==> src/rtl/frame_pkg.sv <==
// Shared definitions for the frame receiver: FSM state encoding, the
// default minimum CCLK high width, and the CCLK width-counter geometry.
package frame_pkg;

  // Receiver FSM states.
  typedef enum logic [1:0] {
    ST_IDLE    = 2'd0,
    ST_LOAD    = 2'd1,
    ST_CCLK_HI = 2'd2,
    ST_DONE    = 2'd3
  } frame_state_e;

  // Default minimum legal CCLK high width, in ti_clk cycles.
  localparam int MIN_CCLK_DEFAULT = 8;

  // The CCLK high-width counter is 8 bits wide and saturates at its top value.
  localparam int                    CCLK_CNT_W   = 8;
  localparam logic [CCLK_CNT_W-1:0] CCLK_CNT_MAX = '1;

  // Saturating increment for the CCLK width counter.
  function automatic logic [CCLK_CNT_W-1:0] sat_inc(input logic [CCLK_CNT_W-1:0] v);
    return (v == CCLK_CNT_MAX) ? v : v + CCLK_CNT_W'(1);
  endfunction

endpackage

==> src/rtl/frame_rx_cclk.sv <==
// CCLK edge detector for the frame receiver.
// Registers CCLK once, produces single-cycle rise/fall strobes in the cycle
// where the new level is first seen, and counts the high width.
// width reads 1 in the cycle after the rising edge, and in the falling-edge
// cycle it equals the number of cycles CCLK was high (saturating at 255).
module frame_rx_cclk
  import frame_pkg::*;
(
  input  logic                  ti_clk,
  input  logic                  rst_n,
  input  logic                  cclk,
  output logic                  rise,
  output logic                  fall,
  output logic [CCLK_CNT_W-1:0] width
);

  logic cclk_q;

  // Previous-cycle CCLK level used for edge detection.
  always_ff @(posedge ti_clk or negedge rst_n) begin
    if (!rst_n) begin
      cclk_q <= 1'b0;
    end else begin
      cclk_q <= cclk;
    end
  end

  assign rise = cclk & ~cclk_q;
  assign fall = ~cclk & cclk_q;

  // High-width counter: restarts at 1 on a rising edge, then counts every
  // further high cycle until it saturates.
  always_ff @(posedge ti_clk or negedge rst_n) begin
    if (!rst_n) begin
      width <= '0;
    end else if (rise) begin
      width <= CCLK_CNT_W'(1);
    end else if (cclk && cclk_q) begin
      width <= sat_inc(width);
    end
  end

endmodule

==> src/rtl/frame_receiver.sv <==
// Frame receiver: collects reg_length bytes per column for reg_cols columns.
// Each column ends with a CCLK pulse.
// The received bytes are written to a column buffer through the wr_* port.
// col_done pulses when a column commits and frame_done pulses at the end of the frame.
// Protocol problems raise the sticky flags err_len, err_cclk and err_frame.
// Optional feature: define FRAME_RX_CHECKSUM_EN to add the col_sum output,
// which gives the XOR of the bytes written in each column.
//
// Input qualifier semantics: din is consumed in every LOAD cycle where
// din_valid is high. There is no back-pressure, so the source never waits.
// Bytes beyond the latched length are dropped and flagged. Bytes seen while
// CCLK is high, or outside a frame, are ignored.
module frame_receiver
  import frame_pkg::*;
#(
  parameter int DATA_W   = 8,
  parameter int LEN_W    = 16,
  parameter int MIN_CCLK = MIN_CCLK_DEFAULT
) (
  input  logic              ti_clk,
  input  logic              rst_n,
  input  logic [LEN_W-1:0]  reg_length,
  input  logic [LEN_W-1:0]  reg_cols,
  input  logic              FRAME,
  input  logic              CCLK,
  input  logic [DATA_W-1:0] din,
  input  logic              din_valid,
  input  logic              err_clr,
  output logic              wr_en,
  output logic [LEN_W-1:0]  wr_addr,
  output logic [DATA_W-1:0] wr_data,
  output logic              col_done,
  output logic [LEN_W-1:0]  col_index,
  output logic              frame_done,
  output logic              busy,
  output logic              err_len,
  output logic              err_cclk,
  output logic              err_frame,
  output logic [1:0]        fsm_state
`ifdef FRAME_RX_CHECKSUM_EN
  ,
  output logic [DATA_W-1:0] col_sum
`endif
);

  localparam logic [1:0] IDLE    = ST_IDLE;
  localparam logic [1:0] LOAD    = ST_LOAD;
  localparam logic [1:0] CCLK_HI = ST_CCLK_HI;
  localparam logic [1:0] DONE    = ST_DONE;

  logic [1:0]            state_q, state_n;
  logic [LEN_W-1:0]      len_q, len_n;
  logic [LEN_W-1:0]      cols_q, cols_n;
  logic [LEN_W-1:0]      byte_cnt, byte_cnt_n;
  logic [LEN_W-1:0]      col_cnt, col_cnt_n;

  logic                  wr_en_n;
  logic [LEN_W-1:0]      wr_addr_n;
  logic [DATA_W-1:0]     wr_data_n;
  logic                  col_done_n;
  logic [LEN_W-1:0]      col_index_n;
  logic                  frame_done_n;

  logic                  set_len, set_cclk, set_frame;
  logic                  restart, commit;
  logic                  frame_ok;

  logic                  cclk_rise, cclk_fall;
  logic [CCLK_CNT_W-1:0] cclk_width;

  frame_rx_cclk u_cclk (
    .ti_clk (ti_clk),
    .rst_n  (rst_n),
    .cclk   (CCLK),
    .rise   (cclk_rise),
    .fall   (cclk_fall),
    .width  (cclk_width)
  );

  assign frame_ok  = (reg_length != '0) && (reg_cols != '0);
  assign busy      = (state_q != IDLE);
  assign fsm_state = state_q;

  // Next-state, counter, write-port and error-strobe decode.
  always_comb begin
    state_n      = state_q;
    len_n        = len_q;
    cols_n       = cols_q;
    byte_cnt_n   = byte_cnt;
    col_cnt_n    = col_cnt;
    wr_en_n      = 1'b0;
    wr_addr_n    = wr_addr;
    wr_data_n    = wr_data;
    col_done_n   = 1'b0;
    col_index_n  = col_index;
    frame_done_n = 1'b0;
    set_len      = 1'b0;
    set_cclk     = 1'b0;
    set_frame    = 1'b0;
    restart      = 1'b0;
    commit       = 1'b0;

    case (state_q)
      IDLE: begin
        // A FRAME pulse with a zero length or column count is ignored.
        if (FRAME && frame_ok) begin
          restart = 1'b1;
        end
      end

      LOAD: begin
        if (FRAME) begin
          // A new frame start aborts the current frame. The byte in the same
          // cycle belongs to neither frame and is dropped. If the new
          // geometry is zero, no frame can run, so the receiver goes idle.
          set_frame = 1'b1;
          if (frame_ok) begin
            restart = 1'b1;
          end else begin
            state_n = IDLE;
          end
        end else begin
          if (din_valid) begin
            if (byte_cnt < len_q) begin
              wr_en_n    = 1'b1;
              wr_addr_n  = byte_cnt;
              wr_data_n  = din;
              byte_cnt_n = byte_cnt + LEN_W'(1);
            end else begin
              set_len = 1'b1;
            end
          end
          // The length check uses the count that already includes a byte
          // accepted in this same cycle.
          if (cclk_rise) begin
            state_n = CCLK_HI;
            if (byte_cnt_n != len_q) begin
              set_len = 1'b1;
            end
          end
        end
      end

      CCLK_HI: begin
        if (FRAME) begin
          set_frame = 1'b1;
          if (frame_ok) begin
            restart = 1'b1;
          end else begin
            state_n = IDLE;
          end
        end else if (cclk_fall) begin
          // A short pulse is flagged, but the column still commits.
          commit      = 1'b1;
          set_cclk    = (int'(cclk_width) < MIN_CCLK);
          col_done_n  = 1'b1;
          col_index_n = col_cnt;
          col_cnt_n   = col_cnt + LEN_W'(1);
          byte_cnt_n  = '0;
          state_n     = (col_cnt_n == cols_q) ? DONE : LOAD;
        end
      end

      DONE: begin
        frame_done_n = 1'b1;
        state_n      = IDLE;
      end

      default: begin
        state_n = IDLE;
      end
    endcase

    if (restart) begin
      len_n      = reg_length;
      cols_n     = reg_cols;
      byte_cnt_n = '0;
      col_cnt_n  = '0;
      state_n    = LOAD;
    end
  end

  // FSM state, latched frame geometry and progress counters.
  always_ff @(posedge ti_clk or negedge rst_n) begin
    if (!rst_n) begin
      state_q  <= IDLE;
      len_q    <= '0;
      cols_q   <= '0;
      byte_cnt <= '0;
      col_cnt  <= '0;
    end else begin
      state_q  <= state_n;
      len_q    <= len_n;
      cols_q   <= cols_n;
      byte_cnt <= byte_cnt_n;
      col_cnt  <= col_cnt_n;
    end
  end

  // Registered write port and completion pulses.
  always_ff @(posedge ti_clk or negedge rst_n) begin
    if (!rst_n) begin
      wr_en      <= 1'b0;
      wr_addr    <= '0;
      wr_data    <= '0;
      col_done   <= 1'b0;
      col_index  <= '0;
      frame_done <= 1'b0;
    end else begin
      wr_en      <= wr_en_n;
      wr_addr    <= wr_addr_n;
      wr_data    <= wr_data_n;
      col_done   <= col_done_n;
      col_index  <= col_index_n;
      frame_done <= frame_done_n;
    end
  end

  // Sticky error flags: err_clr clears them, but an error raised in the same
  // cycle takes priority over the clear.
  always_ff @(posedge ti_clk or negedge rst_n) begin
    if (!rst_n) begin
      err_len   <= 1'b0;
      err_cclk  <= 1'b0;
      err_frame <= 1'b0;
    end else begin
      err_len   <= set_len   | (err_len   & ~err_clr);
      err_cclk  <= set_cclk  | (err_cclk  & ~err_clr);
      err_frame <= set_frame | (err_frame & ~err_clr);
    end
  end

`ifdef FRAME_RX_CHECKSUM_EN
  logic [DATA_W-1:0] sum_q;

  // Running XOR of the bytes written into the current column. It is
  // published at commit and restarted for each column or frame.
  always_ff @(posedge ti_clk or negedge rst_n) begin
    if (!rst_n) begin
      sum_q   <= '0;
      col_sum <= '0;
    end else begin
      if (commit || restart) begin
        sum_q <= '0;
      end else if (wr_en_n) begin
        sum_q <= sum_q ^ din;
      end
      if (commit) begin
        col_sum <= sum_q;
      end
    end
  end
`endif

endmodule

==> config.mk <==
export PLATFORM = sky130hd
export DESIGN_NAME = frame_receiver
export DESIGN_NICKNAME = d
export VERILOG_FILES = /design/src/rtl/frame_pkg.sv /design/src/rtl/frame_rx_cclk.sv /design/src/rtl/frame_receiver.sv
export SDC_FILE = /design/constraint.sdc
export NUM_CORES = 1
export LEC_CHECK = 0
export ABC_AREA = 1
export BUFFER_PORTS_ARGS = -buffer_cell sky130_fd_sc_hd__clkbuf_2
export CAP_MARGIN = 20
export CORE_MARGIN = 2
export CORE_UTILIZATION = 38
export DETAILED_ROUTE_END_ITERATION = 6
export HOLD_SLACK_MARGIN = 0.05
export PLACE_DENSITY = 0.53
export SETUP_SLACK_MARGIN = 0.3
export SLEW_MARGIN = 25
export SYNTH_ARGS = -nofsm -noshare
export SYNTH_HDL_FRONTEND = slang
export SYNTH_SLANG_ARGS = --single-unit
==> constraint.sdc <==
create_clock -name ti_clk -period 6.9 [get_ports ti_clk]
set_input_delay 0.345 -clock ti_clk [delete_from_list [all_inputs] [get_ports ti_clk]]
set_output_delay 0.345 -clock ti_clk [all_outputs]
set_load 0.1 [all_outputs]
==> flow_metrics.env, run 1 <==
export IMPL_final_util_pct=46.0
export IMPL_maxCapViolCount=0
export IMPL_synth_edff_count=0
export IMPL_synth_top_area_share_pct=45.7
export IMPL_rsz0062_at_grt="false"
export IMPL_track_usage_pct=18.9
export IMPL_p_per_area_nw_per_um2=456
export IMPL_multi_input_area_um2=3060
export IMPL_post_cts_buffers=0
export IMPL_cts_tree="built"
export IMPL_wl_um=16400
export IMPL_grt_pass1_wl_um=27300
export IMPL_dieArea_um2=18500
export IMPL_drtPass1Iterations=4
export IMPL_synthDistinctLibCells=40
export IMPL_worst_slew_pin_transition_ns=0.863
export IMPL_outcome="finished, final reports clean"
export IMPL_fin_ws_ns=3.77
export IMPL_slew_violations=0
export IMPL_ys_warn_count=0
export IMPL_synth_area_leaders="dfrtp_1 46%, nand2_1 16%, inv_1 5.7%"
export IMPL_cp_end_kind="register"
export IMPL_clock_root_buffer="clkbuf_16"
export IMPL_p_leak_uw=0.00406
export IMPL_slew_headroom_pct=42.3
export IMPL_first_global_vias=5470
export IMPL_synth_area_per_cell_um2=7.59
export IMPL_numCtsBuffers=17
export IMPL_fin_skew_ns=0.00792
export IMPL_syn_cell_area_um2=6620
export IMPL_clkSinkCount=121
export IMPL_clock_path_buffers=2
export IMPL_area_growth_pct=19.4
export IMPL_drt_iter0_drc=373
export IMPL_core_region_area_um2=17200
export IMPL_synthCells=872
export IMPL_final_common_cell="nand2_1"
export IMPL_numPortBuffers=94
export IMPL_start_util_pct=38.6
export IMPL_clkTransAtPathRegs_ns=0.06
export IMPL_finalCritPeriodShare_pct=45.4
export IMPL_final_cell_mix="285 x nand2_1, 121 x dfrtp_1, 101 x inv_1, 93 x clkbuf_2"
export IMPL_htreeDepth=4
export IMPL_finalSetupTns_ns=0
export IMPL_yosysTopAreaCell="dfrtp_1"
export IMPL_path_class="register to register"
export IMPL_place_gp_congestion=0.823
export IMPL_hold_path_class="input pin to register"
export IMPL_synth_seq_cells=121
export IMPL_setup_viol=0
export IMPL_drcViolationCount=0
export IMPL_peakVddDrop_mv=0.287
export IMPL_gr_total_overflow=0
export IMPL_pin_count=95
export IMPL_dr_total_vias=5679
export IMPL_synth_main_ff_cell="dfrtp_1"
export IMPL_post_route_min_period_ns=3.13
export IMPL_syn_num_nets=940
export IMPL_antenna_found_initial=0
export IMPL_final_antenna_net_count=0
export IMPL_die_w_um=136
export IMPL_dp_slack_ns=3.45
export IMPL_seq_area_frac_synth_pct=45.7
export IMPL_hpwlAfterDp_um=12100
export IMPL_worstPathRequired_ns=7.24
export IMPL_wire_per_inst_um=13.6
export IMPL_seqCellArea_um2=3030
export IMPL_nets=1033
export IMPL_postSynth_asyncResetShare_pct=100
export IMPL_max_freq_ghz=0.319
export IMPL_viasPerCell=4.72
export IMPL_dieHeight_um=136
export IMPL_rows=48
export IMPL_finalHoldViolations=0
export IMPL_clkLatencyLatePin_ns=0.42
export IMPL_crit_fanout=56
export IMPL_fillers=1779
export IMPL_layout_drive_gt1_share_pct=16.7
export IMPL_cp_arrival_ns=3.48
export IMPL_startpoint_type="register"
export IMPL_post_cts_resized=0
export IMPL_grt_max_degree=65
export IMPL_diodes=0
[cells in the mapped netlist, types with 2 or more instances]
master    instances
nand2_2           4
nand4_1          15
nor2_4            3
nor2_1           55
nand2_1         285
dfrtp_1         121
nor2_2            5
ha_1             22
xnor2_1           6
a21oi_1           8
nand3_2           3
nor3_1           12
inv_1           101
nand3_1          61
nor4_1            6
a31oi_1           2
xor2_1           10
o22ai_1          13
buf_2             7
clkbuf_1         13
buf_6             2
inv_2            11
o21ai_0          61
o21ai_1          26
nor3b_1           4
nor3_4            2
[critical path, stage by stage, from the launching register on]
cell      delay (ns)
dfrtp_1         0.43
inv_1           0.11
ha_1            0.28
inv_1           0.04
nand2_1         0.05
nand3b_1        0.08
buf_4           0.30
inv_1           0.69
nor2_1          0.18
a21oi_4         0.63
nand3_1         0.14
o21ai_0         0.11
[final timing paths]
check | to | cells after the start | from | slack, ns
hold reg to reg | wr_data[5] | 2 | wr_data[5] | 0.47
setup reg to reg | col_cnt[2] | 11 | fsm_state[1] | 3.77
hold / removal | wr_data[4] | 3 | din[4] | 0.13
setup / recovery | col_cnt[2] | 11 | fsm_state[1] | 3.77
max in group asynchronous | col_cnt[8] | 3 | rst_n | 5.09
min in group asynchronous | wr_addr[10] | 2 | rst_n | 0.54
[logic make-up after synthesis]
group                      synth area share (%)
AOI/OAI and AO/OA                          9.28
xor gates and xnor gates                   2.12
adders and majority gates                  4.16
buffers and inverters                      8.26
DFF                                        45.7
and+or+nand+nor                            30.5
[through the flow]
step	power, uW	instances	hold slack, ns	instance area, um2
final	3610	1203	0.129	7910
after global routing	3860	1203	0.130	7910
after CTS	3650	1203	0.115	7910
after detailed placement	2730	1169	0.463	7290
after global placement	2720	1169	0.455	7280
after floorplan	2380	872	0.0494	6620
[power by group]
| part | switching [uW] | internal (uW) | leakage (uW) | total (uW) |
|---|---|---|---|---|
| registers | 164 | 923 | 0.00160 | 1090 |
| logic | 1260 | 354 | 0.00217 | 1620 |
| clock network | 338 | 567 | 0.000285 | 905 |
| total | 1760 | 1840 | 0.00406 | 3610 |
[cell type report]
class / instances / share of cell area [%]
clock buffer: 17 / 5.38
multi-input combinational: 613 / 38.7
timing repair buffer: 99 / 6.52
inverter: 113 / 5.36
clock inverter: 15 / 2.21
tap: 225 / 3.56
sequential: 121 / 38.3
[registers in the layout (all words and copies together) (netlist names)]
register	flops
col_cnt	16
len_q	16
col_done	1
wr_data	8
wr_en	1
err_frame	1
err_len	1
col_index	16
wr_addr	16
byte_cnt	16
frame_done	1
err_cclk	1
u_cclk.cclk_q	1
u_cclk.width	8
cols_q	16
fsm_state	2
[metal layers]
| layer | track usage [%] | part of all wire, % | wire length (um) |
|---|---|---|---|
| met5 | 0 | 0 | 0 |
| met1 | 25.8 | 49 | 8090 |
| met2 | 30.3 | 46 | 7480 |
| met4 | 5.15 | 1.0 | 165 |
| met3 | 4.33 | 3.9 | 645 |
[repair_timing]
action | 4_1_cts | 5_1_grt
setup endpoints to repair | 0 | 0
endpoints found under the hold margin | 58 | 0
hold buffers | 2 | 0
Note: power is estimated with default switching activity, not from simulation.
==> inputs of run 2 (changes only) <==
==> constraint.sdc (replaced) <==
create_clock -name ti_clk -period 3.3 [get_ports ti_clk]
set_input_delay 0.165 -clock ti_clk [delete_from_list [all_inputs] [get_ports ti_clk]]
set_output_delay 0.165 -clock ti_clk [all_outputs]
set_load 0.1 [all_outputs]
==> flow_metrics.env, run 2 (same netlist as run 1, synthesis figures left out) <==
export IMPL_hold_path_class="input pin to register"
export IMPL_core_region_area_um2=17200
export IMPL_dr_total_vias=5893
export IMPL_wl_um=16800
export IMPL_clkTransAtPathRegs_ns=0.06
export IMPL_timing_critical_path_buf_inv=2
export IMPL_p_clk_share_pct=26.2
export IMPL_htreeDepth=4
export IMPL_numPortBuffers=94
export IMPL_path_class="register to register"
export IMPL_first_global_vias=5704
export IMPL_grt_max_degree=67
export IMPL_final_common_cell="nand2_1"
export IMPL_max_freq_ghz=0.374
export IMPL_intPower_uw=4070
export IMPL_dp_slack_ns=0.381
export IMPL_finalSetupTns_ns=0
export IMPL_critPathTopFamily="simple AND/OR/NAND/NOR gates"
export IMPL_fin_skew_ns=0.00661
export IMPL_cts_tree="built"
export IMPL_viasPerCell=4.72
export IMPL_drcViolationCount=0
export IMPL_max_stage_delay_ns=0.38
export IMPL_slew_violations=0
export IMPL_maxCapViolCount=0
export IMPL_post_route_min_period_ns=2.67
export IMPL_drt_iter0_drc=312
export IMPL_clkLatencyLatePin_ns=0.42
export IMPL_outcome="finished, final reports clean"
export IMPL_seq_power_share_pct=29.3
export IMPL_slew_headroom_pct=57.5
export IMPL_finalHoldViolations=0
export IMPL_dieArea_um2=18500
export IMPL_clkSinkCount=121
export IMPL_layout_drive_gt1_share_pct=16.5
export IMPL_gr_total_overflow=0
export IMPL_start_util_pct=38.6
export IMPL_place_gp_congestion=0.832
export IMPL_clock_path_buffers=2
export IMPL_clock_root_buffer="clkbuf_16"
export IMPL_p_per_area_nw_per_um2=917
export IMPL_p_leak_uw=0.00429
export IMPL_track_usage_pct=19.4
export IMPL_diodes=0
export IMPL_cp_arrival_ns=2.98
export IMPL_hpwlAfterDp_um=12200
export IMPL_area_growth_pct=27.3
export IMPL_wl_met1_um=8290
export IMPL_p_switching_uw=3660
export IMPL_met3_wirelength_um=590
export IMPL_fillers=1764
export IMPL_worstPathRequired_ns=3.61
export IMPL_cp_end_kind="register"
export IMPL_wire_per_inst_um=13.5
export IMPL_crit_path_top_delay_cell="dfrtp_1"
export IMPL_peakVddDrop_mv=0.601
export IMPL_finalCritPeriodShare_pct=81.0
export IMPL_combPwrFrac_pct=44.5
export IMPL_crit_chain="inv_1, ha_1, nand2_2, inv_2, nand2_1, nand2_1, nand2_1, nand3_4, nor2_1, nand2_1, nand2_1, nand2_1, nand2_1, nand2_1, nor2_1, nand2_1, nor2_1, nand2_1, nand2_1, nand2_1, nand2_1, nand2_1"
export IMPL_netSwitchingFraction_pct=47.3
export IMPL_rsz0062_at_grt="false"
export IMPL_antenna_found_initial=0
export IMPL_nets=1079
export IMPL_grt_pass1_wl_um=28000
export IMPL_worst_slew_pin_transition_ns=0.629
export IMPL_final_cell_mix="285 x nand2_1, 121 x dfrtp_1, 101 x inv_1, 93 x clkbuf_2"
export IMPL_final_antenna_net_count=0
export IMPL_top_layer="met4"
export IMPL_fin_ws_ns=0.626
export IMPL_drtPass1Iterations=5
export IMPL_rows=48
export IMPL_crit_fanout=11
export IMPL_dr_wl_met2_um=7820
export IMPL_die_w_um=136
export IMPL_startpoint_type="register"
export IMPL_setup_viol=0
export IMPL_dieHeight_um=136
export IMPL_pin_count=95
export IMPL_cp_common_cell="nand2_1"
export IMPL_numCtsBuffers=17
## run 2: cell types whose count changed in the layout (fill, tap and decap cells not counted), sizes merged
cell | previous run | this run
inv | 114 | 112
buf | 4 | 11
clkbuf | 110 | 115
bufinv | 3 | 4
clkinvlp | 4 | 3
dlygate4sd3 | 2 | 41
clkinv | 7 | 4
## run 2: cell type report
class / count / area, um2 / area share (%)
clock buffer: 22 / 484 / 5.75
clock inverter: 10 / 165 / 1.96
inverter: 113 / 427 / 5.06
multi-input combinational: 613 / 3060 / 36.3
sequential: 121 / 3030 / 35.9
tap: 225 / 282 / 3.34
timing repair buffer: 145 / 983 / 11.7
## run 2: what timing repair did
action | 4_1_cts | 5_1_grt
gates resized for setup | 0 | 3
hold buffers | 41 | 0
buffers inserted | 0 | 3
endpoints found under the hold margin | 161 | 0
endpoints found under the setup margin | 0 | 25
## run 2: final timing paths
path,from,endpoint,slack (ns),depth (start not counted)
worst max-delay path,len_q[10],err_len,0.63,22
worst min-delay path,reg_length[3],len_q[3],0.06,3
worst max register to register,len_q[10],err_len,0.63,22
worst min register to register,wr_data[4],wr_data[4],0.47,2
max in group asynchronous,rst_n,len_q[2],2.35,3
min in group asynchronous,rst_n,byte_cnt[9],0.13,2
## run 2: worst register-to-register path, cell delays in order, from the launching register on
cell and delay (ns):
dfrtp_1 0.38, inv_1 0.07, ha_1 0.30, nand2_2 0.14, inv_2 0.04, nand2_1 0.06, nand2_1 0.04, nand2_1 0.10
nand3_4 0.18, nor2_1 0.19, nand2_1 0.07, nand2_1 0.08, nand2_1 0.07, nand2_1 0.07, nand2_1 0.06, nor2_1 0.15
nand2_1 0.07, nor2_1 0.21, nand2_1 0.08, nand2_1 0.06, nand2_1 0.05, nand2_1 0.05, nand2_1 0.04
## run 2: power by group through the flow
stage               Sequential [uW]  Combinational [uW]  Clock (uW)
global route                   2330                3760        2140
finish                         2270                3440        2020
global placement               2290                3390           0
detailed placement             2290                3400           0
floorplan                      3490                1480           0
CTS                            2270                3450        2070
## run 2: through the flow
step / total power [uW] / area (um2) / cells / hold slack, ns / utilization, %
CTS: 7790 / 8380 / 1246 / 0.0502 / 48.8
global placement: 5680 / 7320 / 1173 / 0.0131 / 42.6
detailed placement: 5690 / 7320 / 1173 / 0.0141 / 42.6
finish: 7730 / 8430 / 1249 / 0.0582 / 49.1
floorplan: 4970 / 6620 / 872 / -0.131 / -
global route: 8220 / 8430 / 1249 / 0.0684 / 49.1
## run 2: layer usage
layer  vias to the layer above  global-route usage (%)
met5                         -                       0
met1                      2687                    26.0
li1                       3089                       -
met3                        12                    3.80
met4                         0                    5.67
met2                       105                    31.7
==> inputs of run 3 (changes only) <==
--- a/config.mk
+++ b/config.mk
@@ -12,7 +12,7 @@
 export CORE_UTILIZATION = 38
 export DETAILED_ROUTE_END_ITERATION = 6
 export HOLD_SLACK_MARGIN = 0.05
-export PLACE_DENSITY = 0.53
+export PLACE_DENSITY = 0.55
 export SETUP_SLACK_MARGIN = 0.3
 export SLEW_MARGIN = 25
 export SYNTH_ARGS = -nofsm -noshare
==> constraint.sdc (replaced) <==
create_clock -name ti_clk -period 2.2 [get_ports ti_clk]
set_input_delay 0.11 -clock ti_clk [delete_from_list [all_inputs] [get_ports ti_clk]]
set_output_delay 0.11 -clock ti_clk [all_outputs]
set_load 0.1 [all_outputs]
==> flow_metrics.env, run 3 (same netlist as run 1, synthesis figures left out) <==
export IMPL_hold_path_class="input pin to register"
export IMPL_clock_root_buffer="clkbuf_16"
export IMPL_antenna_found_initial=0
export IMPL_worst_slew_pin_transition_ns=0.578
export IMPL_startpoint_type="register"
export IMPL_outcome="complete, but fails checks"
export IMPL_hpwlAfterDp_um=12900
export IMPL_clkSinkCount=121
export IMPL_diodes=0
export IMPL_place_gp_congestion=0.826
export IMPL_fin_skew_ns=0.00991
export IMPL_track_usage_pct=21.6
export IMPL_area_growth_pct=58.4
export IMPL_dr_total_vias=6761
export IMPL_slew_violations=0
export IMPL_core_region_area_um2=17200
export IMPL_max_freq_ghz=0.386
export IMPL_dieHeight_um=136
export IMPL_p_clk_share_pct=22.7
export IMPL_slew_headroom_pct=60.9
export IMPL_drt_iter0_drc=365
export IMPL_viasPerCell=4.90
export IMPL_combPwrFrac_pct=51.9
export IMPL_cts_tree="built"
export IMPL_drtPass1Iterations=5
export IMPL_fillers=1520
export IMPL_cp_common_cell="nand2_1"
export IMPL_finalHoldViolations=0
export IMPL_numCtsBuffers=17
export IMPL_first_global_vias=6414
export IMPL_pin_count=95
export IMPL_timing_critical_path_buf_inv=4
export IMPL_start_util_pct=38.6
export IMPL_dp_slack_ns=-0.358
export IMPL_fin_ws_ns=-0.394
export IMPL_clkTransAtPathRegs_ns=0.06
export IMPL_cp_end_kind="register"
export IMPL_dieArea_um2=18500
export IMPL_clock_path_buffers=2
export IMPL_seq_power_share_pct=25.4
export IMPL_p_switching_uw=6210
export IMPL_gr_total_overflow=0
export IMPL_wire_per_inst_um=14.9
export IMPL_nets=1210
export IMPL_rows=48
export IMPL_finalCritPeriodShare_pct=118
export IMPL_violations="setup timing"
export IMPL_netSwitchingFraction_pct=46.6
export IMPL_p_leak_uw=0.00522
export IMPL_critPathTopFamily="simple AND/OR/NAND/NOR gates"
export IMPL_grt_max_degree=55
export IMPL_rsz0062_at_grt="true"
export IMPL_numPortBuffers=94
export IMPL_cp_arrival_ns=2.91
export IMPL_worstPathRequired_ns=2.51
export IMPL_path_class="register to register"
export IMPL_crit_path_top_delay_cell="dfrtp_1"
export IMPL_r2r_slack_ns=-0.39
export IMPL_final_common_cell="nand2_1"
export IMPL_p_per_area_nw_per_um2=1270
export IMPL_htreeDepth=4
export IMPL_final_antenna_net_count=0
export IMPL_drcViolationCount=0
export IMPL_maxCapViolCount=0
export IMPL_die_w_um=136
export IMPL_crit_chain="ha_1, nand2_1, inv_2, nand3_4, inv_2, nand2_2, nand3_2, buf_12, nor2_4, buf_6, nand3_1, nand3_1, nand2_1, nor2_2, nand3_1, nor2_1, nand2_1, nand2_1, nand2_1, nand2_1, nand2_1"
export IMPL_wl_um=20500
export IMPL_layout_drive_gt1_share_pct=38.6
export IMPL_setup_viol=28
export IMPL_post_route_min_period_ns=2.59
export IMPL_intPower_uw=7110
export IMPL_peakVddDrop_mv=0.973
export IMPL_max_stage_delay_ns=0.42
export IMPL_grt_pass1_wl_um=31600
export IMPL_crit_fanout=6
export IMPL_clkLatencyLatePin_ns=0.42
export IMPL_final_util_pct=61.1
export IMPL_final_cell_mix="231 x nand2_1, 119 x dfrtp_1, 93 x clkbuf_2, 92 x buf_4, 91 x inv_1"
run 3: cell count changes in the layout (fill, tap and decap cells not counted), moves of 18 or more:
| cell | delta |
|---|---|
| nand2_4 | +18 |
| buf_4 | +83 |
| nand2_1 | -54 |
| buf_6 | +30 |
| nand2_2 | +37 |
| o21ai_2 | +27 |
run 3: per-layer routing:
metal / track usage, % / wire length [um] / vias to the layer above
li1: - / - / 3363
met1: 27.8 / 8880 / 3220
met2: 37.5 / 10600 / 148
met3: 4.10 / 756 / 30
met4: 4.98 / 282 / 0
met5: 0 / 0 / -
run 3: area by class of cell:
type	count	area, um2	area share (%)
well taps	225	282	2.68
clock buffers	21	470	4.49
inverters	113	435	4.15
flip-flops and latches	121	3040	28.9
multi-input cells	615	3810	36.4
repair buffers	274	2280	21.8
clock inverters	10	166	1.59
run 3: worst paths after layout:
path,from,end,cells past startpoint
setup / recovery,byte_cnt[14],err_len,21
hold / removal,FRAME,err_frame,3
setup reg to reg,byte_cnt[14],err_len,21
hold reg to reg,wr_data[0],wr_data[0],2
max in group asynchronous,rst_n,byte_cnt[1],3
min in group asynchronous,rst_n,wr_addr[11],2
run 3: power groups by stage:
stage / Clock, uW / Combinational (uW) / Sequential [uW]
2_1_floorplan: 0 / 2410 / 5260
3_3_place_gp: 0 / 5790 / 3340
3_5_place_dp: 0 / 5810 / 3360
4_1_cts: 3070 / 6250 / 3350
5_1_grt: 3180 / 7460 / 3470
6_report: 3020 / 6910 / 3380
run 3: worst reg2reg max path, delay by kind of cell, from the launching register on:
family | cells | cell delay [ns]
adder cells (fa/ha/maj) | 1 | 0.29
buffers and inverters | 4 | 0.40
AND/OR/NAND/NOR | 16 | 1.38
flip-flops | 1 | 0.42
run 3: stage by stage:
step                      TNS, ns  hold WS (ns)  instances  power (uW)  instance area, um2
after detailed placement    -4.59        0.0852       1260        9180                8080
final                       -8.07         0.134       1379       13300               10500
after global routing       -12.47         0.157       1379       14100               10500
after floorplan            -0.945        -0.186        872        7670                6760
after global placement      -4.10        0.0858       1260        9130                8080
after CTS                   -6.94         0.120       1363       12700                9730
run 3: repair_timing:
| action | in CTS | in global routing |
|---|---|---|
| cloned | 6 | 5 |
| gates resized for setup | 84 | 135 |
| hold buffers | 43 | 0 |
| hold endpoints to repair | 81 | 0 |
| setup endpoints to repair | 59 | 54 |
| pin swaps | 36 | 37 |
| buffers inserted | 23 | 11 |
